File: src/rtl/imem_pkg.sv
// Shared types and constants for the instruction-memory fetch arbiter.
package imem_pkg;

    // Arbiter sequencing states.
    typedef enum logic [1:0] {
        ST_IDLE     = 2'd0,
        ST_RETARGET = 2'd1,
        ST_ACCESS   = 2'd2
    } state_t;

    // Byte-offset bits inside one 64-bit memory line.
    localparam int LINE_OFF_W = 3;

    // Memory address after reset: the last line of the address space.
    localparam logic [15:0] MEM_ADDR_RESET = 16'hFFF8;

    // Width of a line tag (the byte address without the in-line offset).
    function automatic int tag_w(input int addr_w);
        return addr_w - LINE_OFF_W;
    endfunction

endpackage

File: src/rtl/imem_line_buffer.sv
// One-entry line buffer: remembers the most recently fetched memory line
// and reports combinationally whether a looked-up tag matches it.
module imem_line_buffer #(
    parameter int TAG_W  = 13,
    parameter int LINE_W = 64
) (
    input  logic              clk,
    input  logic              rst_n,
    input  logic              fill_en,
    input  logic [TAG_W-1:0]  fill_tag,
    input  logic [LINE_W-1:0] fill_data,
    input  logic [TAG_W-1:0]  lookup_tag,
    output logic              hit,
    output logic [LINE_W-1:0] line_data
);

    logic              valid;
    logic [TAG_W-1:0]  tag;

    // Valid flag: cleared by reset, set by the first fill, never cleared otherwise.
    always_ff @(posedge clk) begin
        if (!rst_n) begin
            valid <= 1'b0;
        end else if (fill_en) begin
            valid <= 1'b1;
        end
    end

    // Tag and line payload.
    // NOTE: payload storage is not reset; valid alone guards it, which keeps
    // the reset net off the wide data register.
    always_ff @(posedge clk) begin
        if (fill_en) begin
            tag       <= fill_tag;
            line_data <= fill_data;
        end
    end

    assign hit = valid && (tag == lookup_tag);

endmodule

File: src/rtl/imem_fetch_arbiter.sv
// Shares a fixed-latency, 64-bit-line instruction memory between the IF
// stage (port 0) and a loader/debug reader (port 1). Round-robin grant in
// IDLE; same-line requests are served from a one-entry line buffer.
module imem_fetch_arbiter
    import imem_pkg::*;
#(
    parameter int ADDR_W      = 16,
    parameter int LINE_W      = 64,
    parameter int MEM_LATENCY = 5
) (
    input  logic              clk,
    input  logic              rst_n,
    input  logic              req0_valid,
    input  logic [ADDR_W-1:0] req0_addr,
    output logic              resp0_valid,
    output logic [LINE_W-1:0] resp0_data,
    input  logic              req1_valid,
    input  logic [ADDR_W-1:0] req1_addr,
    output logic              resp1_valid,
    output logic [LINE_W-1:0] resp1_data,
    output logic [ADDR_W-1:0] mem_addr,
    input  logic [LINE_W-1:0] mem_ins,
    output logic              busy
);

    localparam int                TAG_W      = tag_w(ADDR_W);
    localparam int                CNT_W      = $clog2(MEM_LATENCY + 1);
    localparam logic [ADDR_W-1:0] ADDR_RESET = ADDR_W'(MEM_ADDR_RESET);
    localparam logic [CNT_W-1:0]  CNT_DONE   = CNT_W'(MEM_LATENCY);
    localparam logic [LINE_OFF_W-1:0] OFF_ZERO = '0;

    state_t             state;
    logic               last_grant;
    logic [CNT_W-1:0]   cnt;
    logic [TAG_W-1:0]   pend_tag;
    logic               pend_port;

    logic               elig0;
    logic               elig1;
    logic               grant_any;
    logic               grant_port;
    logic [TAG_W-1:0]   grant_tag;
    logic [TAG_W-1:0]   next_tag;
    logic               fill_en;
    logic               buf_hit;
    logic [LINE_W-1:0]  buf_data;

    // The in-line byte offset never matters: the whole line is returned.
    logic unused_addr_bits;
    assign unused_addr_bits = ^{req0_addr[LINE_OFF_W-1:0], req1_addr[LINE_OFF_W-1:0]};

    // Eligibility and round-robin choice; a port is ignored in its response cycle.
    // NOTE: every combinational output gets a default first so no path
    // through the block leaves a value unassigned and infers a latch.
    always_comb begin
        elig0      = 1'b0;
        elig1      = 1'b0;
        grant_any  = 1'b0;
        grant_port = 1'b0;
        grant_tag  = '0;
        next_tag   = '0;
        elig0      = req0_valid && !resp0_valid;
        elig1      = req1_valid && !resp1_valid;
        grant_any  = elig0 || elig1;
        // Port 1 wins when it is alone, or on a tie when port 0 was granted last.
        grant_port = elig1 && (!elig0 || !last_grant);
        grant_tag  = grant_port ? req1_addr[ADDR_W-1:LINE_OFF_W]
                                : req0_addr[ADDR_W-1:LINE_OFF_W];
        next_tag   = grant_tag + TAG_W'(1);
    end

    assign fill_en = (state == ST_ACCESS) && (cnt == CNT_DONE);
    assign busy    = (state != ST_IDLE);

    imem_line_buffer #(
        .TAG_W  (TAG_W),
        .LINE_W (LINE_W)
    ) u_line_buffer (
        .clk        (clk),
        .rst_n      (rst_n),
        .fill_en    (fill_en),
        .fill_tag   (pend_tag),
        .fill_data  (mem_ins),
        .lookup_tag (grant_tag),
        .hit        (buf_hit),
        .line_data  (buf_data)
    );

    // Arbitration, memory sequencing and registered responses.
    // NOTE: all state here uses non-blocking assignments so every register
    // samples pre-edge values, independent of statement order.
    always_ff @(posedge clk) begin
        if (!rst_n) begin
            state       <= ST_IDLE;
            resp0_valid <= 1'b0;
            resp1_valid <= 1'b0;
            resp0_data  <= '0;
            resp1_data  <= '0;
            mem_addr    <= ADDR_RESET;
            last_grant  <= 1'b1;
            cnt         <= '0;
            pend_tag    <= '0;
            pend_port   <= 1'b0;
        end else begin
            resp0_valid <= 1'b0;
            resp1_valid <= 1'b0;
            case (state)
                ST_IDLE: begin
                    if (grant_any) begin
                        last_grant <= grant_port;
                        pend_port  <= grant_port;
                        pend_tag   <= grant_tag;
                        if (buf_hit) begin
                            if (grant_port) begin
                                resp1_valid <= 1'b1;
                                resp1_data  <= buf_data;
                            end else begin
                                resp0_valid <= 1'b1;
                                resp0_data  <= buf_data;
                            end
                        end else if (grant_tag != mem_addr[ADDR_W-1:LINE_OFF_W]) begin
                            mem_addr <= {grant_tag, OFF_ZERO};
                            cnt      <= '0;
                            state    <= ST_ACCESS;
                        end else begin
                            // The memory only restarts on an address change, so
                            // step away for one cycle before fetching this line.
                            mem_addr <= {next_tag, OFF_ZERO};
                            state    <= ST_RETARGET;
                        end
                    end
                end
                ST_RETARGET: begin
                    mem_addr <= {pend_tag, OFF_ZERO};
                    cnt      <= '0;
                    state    <= ST_ACCESS;
                end
                ST_ACCESS: begin
                    if (cnt == CNT_DONE) begin
                        if (pend_port) begin
                            resp1_valid <= 1'b1;
                            resp1_data  <= mem_ins;
                        end else begin
                            resp0_valid <= 1'b1;
                            resp0_data  <= mem_ins;
                        end
                        state <= ST_IDLE;
                    end else begin
                        cnt <= cnt + CNT_W'(1);
                    end
                end
                default: state <= ST_IDLE;
            endcase
        end
    end

endmodule

File: config.mk
export PLATFORM = sky130hd
export DESIGN_NAME = imem_fetch_arbiter
export DESIGN_NICKNAME = d
export VERILOG_FILES = /design/src/rtl/imem_pkg.sv /design/src/rtl/imem_line_buffer.sv /design/src/rtl/imem_fetch_arbiter.sv
export SDC_FILE = /design/constraint.sdc
export NUM_CORES = 1
export LEC_CHECK = 0
export BUFFER_PORTS_ARGS = -buffer_cell sky130_fd_sc_hd__buf_2
export CORE_MARGIN = 5
export CORE_UTILIZATION = 49
export DETAILED_ROUTE_END_ITERATION = 16
export PLACE_DENSITY = 0.83
export SYNTH_ARGS = -nofsm -noshare
export SYNTH_HDL_FRONTEND = slang
export SYNTH_SLANG_ARGS = --single-unit
File: constraint.sdc
create_clock -name clk -period 2.95 [get_ports clk]
set_input_delay 0.59 -clock clk [delete_from_list [all_inputs] [get_ports clk]]
set_output_delay 0.59 -clock clk [all_outputs]
set_load 0.03 [all_outputs]
==> results of run 1 <==
## metal layers
layer | vias to the layer above | GRT usage (%)
li1 | 4367 | -
met1 | 4556 | 33.15
met4 | 2 | 6.678
met3 | 92 | 6.076
met5 | - | 0
met2 | 489 | 41.60
## report_power, final
part | internal, uW | switching, uW
Combinational | 2000 | 3590
Sequential | 4080 | 416
Clock | 1890 | 1320
Total | 7970 | 5330
## cell families (layout without fill, tap and decap cells)
family | after synthesis | after routing | synth area share, %
flip-flops | 241 | 241 | 52.83
buffers and inverters | 98 | 413 | 4.843
AO/OA/AOI/OAI | 305 | 305 | 21.31
adder cells (fa/ha/maj) | 6 | 6 | 0.7088
AND/OR/NAND/NOR | 254 | 255 | 13.18
XOR/XNOR | 8 | 8 | 0.6616
multiplexers | 68 | 68 | 6.426
other | 1 | 5 | 0.03541
## cell type report
cell class | count | area, um^2
diodes | 2 | 5.005
clock buffers | 39 | 769.5
clock inverters | 9 | 87.58
fillers | 1647 | 7143
inverters | 13 | 52.55
multi-input cells | 645 | 4801
flip-flops and latches | 241 | 5602
well taps | 275 | 344.1
repair buffers | 352 | 2350
## repair_timing
action,4_1_cts,5_1_grt
pin swaps,1,27
buffers inserted,1,10
setup endpoints to repair,125,142
gates resized for setup,8,62
cloned,0,9
endpoints found under the hold margin,0,0
## sequential cells by signal, summed over array words and instances (netlist names), 2 cells and up
| signal | cells |
|---|---|
| resp0_data | 64 |
| pend_tag | 13 |
| resp1_data | 64 |
| cnt | 3 |
| u_line_buffer.tag | 13 |
| u_line_buffer.line_data | 64 |
| state | 2 |
| mem_addr | 13 |
## synthesized netlist by cell type, types with 17 or more instances
cell type	count	area, um^2
sky130_fd_sc_hd__dfxtp_1	164	3283
sky130_fd_sc_hd__o211a_1	65	650.6
sky130_fd_sc_hd__buf_4	17	127.6
sky130_fd_sc_hd__a21oi_1	87	435.4
sky130_fd_sc_hd__a211oi_1	76	570.6
sky130_fd_sc_hd__mux2i_1	68	680.7
sky130_fd_sc_hd__nand3_1	98	490.5
sky130_fd_sc_hd__nand2_1	28	105.1
sky130_fd_sc_hd__edfxtp_1	77	2312
sky130_fd_sc_hd__nor2_1	29	108.9
sky130_fd_sc_hd__clkbuf_1	45	168.9
## worst reg2reg max path: stages (launching register included)
cell and delay, ps:
sky130_fd_sc_hd__dfxtp_4 380, sky130_fd_sc_hd__and3b_2 290, sky130_fd_sc_hd__o21ai_2 200, sky130_fd_sc_hd__a21o_1 160
sky130_fd_sc_hd__nand4_1 110, sky130_fd_sc_hd__or4_4 620, sky130_fd_sc_hd__o31ai_4 390, sky130_fd_sc_hd__and2_4 320
sky130_fd_sc_hd__clkbuf_16 220, sky130_fd_sc_hd__a211oi_1 90
## metrics by stage
stage                     hold slack [ps]  cell area, um^2
after floorplan                     422.6            10600
after global placement              435.0            12580
after detailed placement            441.5            12580
after CTS                           238.5            13480
after global routing                232.9            14010
final                               249.6            14010
## how the worst max path moves through the flow
stage           startpoint             end  slack (ps)  depth (start not counted)
6_report        last_grant  resp1_data[35]          40                          9
5_1_grt         last_grant   resp1_data[8]         -80                         10
4_1_cts        resp0_valid  resp0_data[45]          10                         12
3_5_place_dp    req0_valid  resp0_data[33]        -410                         12
3_3_place_gp    req1_valid  resp0_data[31]        -310                         13
2_1_floorplan   req1_valid  resp0_data[34]          90                         11
==> impl_metrics.json, run 1 <==
{
  "post_place_cells": 1508,
  "worstPathMaxFanout": 16,
  "ant_nets": 0,
  "place.port_buffers": 237,
  "die_area_um2": 24660,
  "vias_per_cell": 6.032,
  "drive_above_1_share_pct": 35.49,
  "wl_met1_mm": 13.64,
  "postSynth.topFlopCell": "sky130_fd_sc_hd__dfxtp_1",
  "hold-path-endpoint": "u_line_buffer.line_data[26]",
  "chipWidth_um": 157.0,
  "synth.ff_latch_count": 241,
  "timing.critical_path.max_delay_family": "simple AND/OR/NAND/NOR gates",
  "first_global_vias": 9258,
  "cp_cell_sequence": "and3b_2 -> o21ai_2 -> a21o_1 -> nand4_1 -> or4_4 -> o31ai_4 -> and2_4 -> clkbuf_16 -> a211oi_1",
  "crit_path_required_time_ps": 3330,
  "cap_viol_max_count": 0,
  "worstSetupPathType": "reg -> reg",
  "buffering_stage_count_on_the_worst_path_with_inverters_included": 1,
  "layout_commonest_cell": "sky130_fd_sc_hd__buf_2",
  "cts.path.max_buffers": 3,
  "synth-seq-area-share_pct": 52.83,
  "hold_class": "in -> reg",
  "achievable-frequency_mhz": 343.5,
  "initial_core_util_pct": 50.07,
  "fin_setup_tns_ps": 0,
  "dr.max_layer_used": "met5",
  "worst_skew_pair.late_latency_ps": 530,
  "total_power_uw": 13300,
  "top_level_port_count": 247,
  "grt_pass1_wl_mm": 50.32,
  "detail_route.iter0.violations": 698,
  "period_needed_ps": 2911,
  "post_synth_num_cell_types": 68,
  "antenna_found_initial": 3,
  "asyncSetResetFlopFracSynth_pct": 0,
  "final_core_util_pct": 66.23,
  "final.period_utilization_pct": 98.68,
  "routed-via-count": 9506,
  "worst-endpoint-arrival_ps": 3290,
  "area.growth.synth_to_final_pct": 32.29,
  "globalplace.congestion": 0.9456,
  "clkTransAtPathRegs_ps": 60,
  "cts_inserted_buffers": 26,
  "worst_path_max_delay_cell": "sky130_fd_sc_hd__or4_4",
  "groute.usage.overall_pct": 25.08,
  "core_rows": 53,
  "routed_wire_length_per_instance_um": 21.71,
  "critical_path.reg2reg.endpoint": "resp1_data[35]",
  "placement.setup.worst_slack_ps": -408.4,
  "outcome": "finished clean",
  "chipHeight_um": 157.0,
  "crit_path_end_kind": "flop",
  "leakagePower_uw": 0.006292,
  "dp.final_hpwl_mm": 22.64,
  "pwr_density_cell_nw_per_um2": 949.1,
  "power.ir.vdd_worst_v": 0.0007136,
  "ctsRootBufferMaster": "sky130_fd_sc_hd__clkbuf_16",
  "hold_viol": 0,
  "detail_route.drc_violations": 0,
  "clock-sinks": 241,
  "avgSynthCellArea_um2": 10.80,
  "worst-r2r-setup-slack_ps": 40,
  "layout_common_cells": "sky130_fd_sc_hd__buf_2, sky130_fd_sc_hd__dfxtp_1, sky130_fd_sc_hd__nand3_1",
  "post_layout_nonfiller_instances": 1576,
  "worst_slack_ps": 38.80,
  "hold_start": "mem_ins[26]",
  "headroom_to_the_max_slew_limit_pct": 49.49,
  "rr_startpoint": "last_grant",
  "yosys_warn_count": 0,
  "core_area_um2": 21150,
  "postRouteWirelength_mm": 34.21,
  "rsz0062_at_grt": "yes",
  "finish.net_count": 1385,
  "cts_tree": "built",
  "worst-r2r-cell-count": 9,
  "dr.pass1.iters": 7,
  "holdBufCountCts": 0,
  "number_of_instances_on_the_worst_hold_path": 1,
  "clock_skew_after_layout_ps": 22.19,
  "critPathLaunchType": "flop",
  "report.final.slew_viol_count": 0,
  "tightestPinTransition_ps": 757.6,
  "synth_area_um2": 10590,
  "routed-wl-met3_mm": 3.255,
  "netlist_instances": 981,
  "cts_max_level": 1,
  "max_stage_delay_ps": 620,
  "synth_enable_flop_cells": 77,
  "gr-total-overflow": 0,
  "finalSetupViolCount": 0,
  "met2WireLength_mm": 16.28,
  "pin_count_of_the_biggest_net_entering_global_routing": 51
}
(Power assumes the default switching activity.)
==> run 2, diff against run 1 <==
--- a/config.mk
+++ b/config.mk
@@ -5,11 +5,12 @@
 export SDC_FILE = /design/constraint.sdc
 export NUM_CORES = 1
 export LEC_CHECK = 0
-export BUFFER_PORTS_ARGS = -buffer_cell sky130_fd_sc_hd__buf_2
 export CORE_MARGIN = 5
-export CORE_UTILIZATION = 49
+export CORE_UTILIZATION = 57
 export DETAILED_ROUTE_END_ITERATION = 16
-export PLACE_DENSITY = 0.83
+export DONT_BUFFER_PORTS = 1
+export PLACE_DENSITY = 0.81
+export SETUP_SLACK_MARGIN = 0.15
 export SYNTH_ARGS = -nofsm -noshare
 export SYNTH_HDL_FRONTEND = slang
 export SYNTH_SLANG_ARGS = --single-unit
==> run 2 against run 1 <==
Against the previous run:
- the flow now finishes with violations (negative setup slack)
- final cell count down 15%
- clock-buffer cell count down 4
- sequential share of layout area up 0.13 points
- clock skew up 5.1 ps
- worst hold slack worse by 110 ps
- critical path depth up 6
- clock power down 7.5%
- power up 1.7%
- register-to-register slack worse by 190 ps
==> impl_metrics.json, run 2 (synthesis gave the netlist of run 1 again) <==
{
  "chipWidth_um": 146.3,
  "clock-sinks": 241,
  "reg_top3": "resp0_data x64, resp1_data x64, u_line_buffer.line_data x64",
  "leakagePower_uw": 0.005615,
  "crit_path_end_kind": "flop",
  "postRouteWirelength_mm": 35.78,
  "achievable-frequency_mhz": 322.7,
  "place.port_buffers": 0,
  "groute.usage.overall_pct": 30.06,
  "die_area_um2": 21410,
  "outcome": "complete, but fails checks",
  "ant_nets": 0,
  "core_area_um2": 18150,
  "total_power_uw": 13520,
  "cts_tree": "built",
  "failing_checks": "negative setup slack",
  "final.period_utilization_pct": 105.1,
  "first_global_vias": 9030,
  "period_needed_ps": 3099,
  "critPathLaunchType": "flop",
  "headroom_to_the_max_slew_limit_pct": 34.68,
  "placement.setup.worst_slack_ps": -358.1,
  "rsz0062_at_grt": "yes",
  "pin_count_of_the_biggest_net_entering_global_routing": 80,
  "cts_max_level": 1,
  "area.growth.synth_to_final_pct": 31.85,
  "tightestPinTransition_ps": 978.4,
  "cts_inserted_buffers": 24,
  "pwr_density_cell_nw_per_um2": 968.2,
  "worstSetupPathType": "reg -> reg",
  "clock_skew_after_layout_ps": 27.30,
  "layout_commonest_cell": "sky130_fd_sc_hd__dfxtp_1",
  "final_area_um2": 13960,
  "post_layout_nonfiller_instances": 1332,
  "initial_core_util_pct": 58.36,
  "cts.path.max_buffers": 3,
  "dr.pass1.iters": 6,
  "dpl-instance-area_um2": 11300,
  "grt_pass1_wl_mm": 51.94,
  "drive_above_1_share_pct": 31.46,
  "finalSetupViolCount": 129,
  "layout_common_cells": "sky130_fd_sc_hd__dfxtp_1, sky130_fd_sc_hd__buf_4, sky130_fd_sc_hd__nand3_1",
  "ctsRootBufferMaster": "sky130_fd_sc_hd__clkbuf_16",
  "routed-via-count": 9199,
  "globalplace.congestion": 0.9951,
  "report.final.slew_viol_count": 0,
  "antennaDiodeCount": 0,
  "routed_wire_length_per_instance_um": 26.86,
  "worst_slack_ps": -149.0,
  "power.ir.vdd_worst_v": 0.0008145,
  "cap_viol_max_count": 0,
  "chipHeight_um": 146.3,
  "detail_route.drc_violations": 0,
  "post_place_cells": 1220,
  "clkTransAtPathRegs_ps": 70,
  "gr-total-overflow": 0,
  "fill_cells": 1086,
  "worst_skew_pair.late_latency_ps": 540,
  "dp.final_hpwl_mm": 20.36,
  "fin_setup_tns_ps": -9044,
  "hold_class": "in -> reg",
  "hold_viol": 0,
  "antenna_found_initial": 0,
  "vias_per_cell": 6.906,
  "top_level_port_count": 247,
  "crit_path_required_time_ps": 3430,
  "core_rows": 49,
  "worstPathMaxFanout": 8,
  "worst-endpoint-arrival_ps": 3580,
  "detail_route.iter0.violations": 878,
  "finish.net_count": 1191
}
[run 2: worst max-delay path, stage by stage (launching register included)]
cell	delay [ps]
sky130_fd_sc_hd__dfxtp_2	340
sky130_fd_sc_hd__and3b_4	320
sky130_fd_sc_hd__buf_8	150
sky130_fd_sc_hd__buf_6	130
sky130_fd_sc_hd__o21ai_4	60
sky130_fd_sc_hd__and3_4	180
sky130_fd_sc_hd__and4bb_1	280
sky130_fd_sc_hd__nand4_1	160
sky130_fd_sc_hd__buf_6	170
sky130_fd_sc_hd__o41ai_4	360
sky130_fd_sc_hd__buf_4	180
sky130_fd_sc_hd__buf_6	80
sky130_fd_sc_hd__and2_4	200
sky130_fd_sc_hd__buf_8	140
sky130_fd_sc_hd__buf_16	130
sky130_fd_sc_hd__o211a_1	160
[run 2: path summary, 6_finish.rpt]
check	from	endpoint	slack (ps)	cells past startpoint
hold reg to reg	pend_tag[10]	u_line_buffer.tag[10]	450	0
hold / removal	mem_ins[1]	u_line_buffer.line_data[1]	140	0
setup reg to reg	resp0_valid	resp0_data[13]	-150	15
setup / recovery	resp0_valid	resp0_data[13]	-150	15
[run 2: final cells by class]
class	instances	area [um^2]	share of cell area [%]
Clock buffer	35	694.4	4.973
Clock inverter	9	73.82	0.5286
Inverter	13	52.55	0.3763
Multi-Input combinational cell	645	5353	38.33
Sequential cell	241	5602	40.11
Tap cell	229	286.5	2.052
Timing Repair Buffer	160	1903	13.63
[run 2: repair_timing]
| action | CTS | global route |
|---|---|---|
| pin swaps | 54 | 64 |
| gates resized for setup | 136 | 88 |
| setup endpoints to repair | 139 | 147 |
| setup buffers | 31 | 18 |
| cloned | 17 | 2 |
| hold buffers | 0 | 0 |
[run 2: power by group]
group          leakage (uW)  total, uW  internal (uW)  switching, uW
Combinational       0.00319       4700           2210           2490
Sequential          0.00204       5850           4080           1770
Clock              0.000380       2970           1650           1310
Total               0.00561      13500           7950           5570
[run 2: through the flow]
step	hold slack, ps	utilization [%]
6_report	140.2	76.95
5_1_grt	115.1	76.95
4_1_cts	119.7	73.51
3_5_place_dp	439.7	62.28
3_3_place_gp	429.5	62.28
2_1_floorplan	422.6	-
[run 2: per-layer routing]
layer  up-vias  track usage (%)  routed length, um
li1       4000                -                  -
met1      4464            36.51              12880
met2       616            50.27              17430
met3       119            9.761               4048
met4         0            10.87               1420
met5         -                0                  0
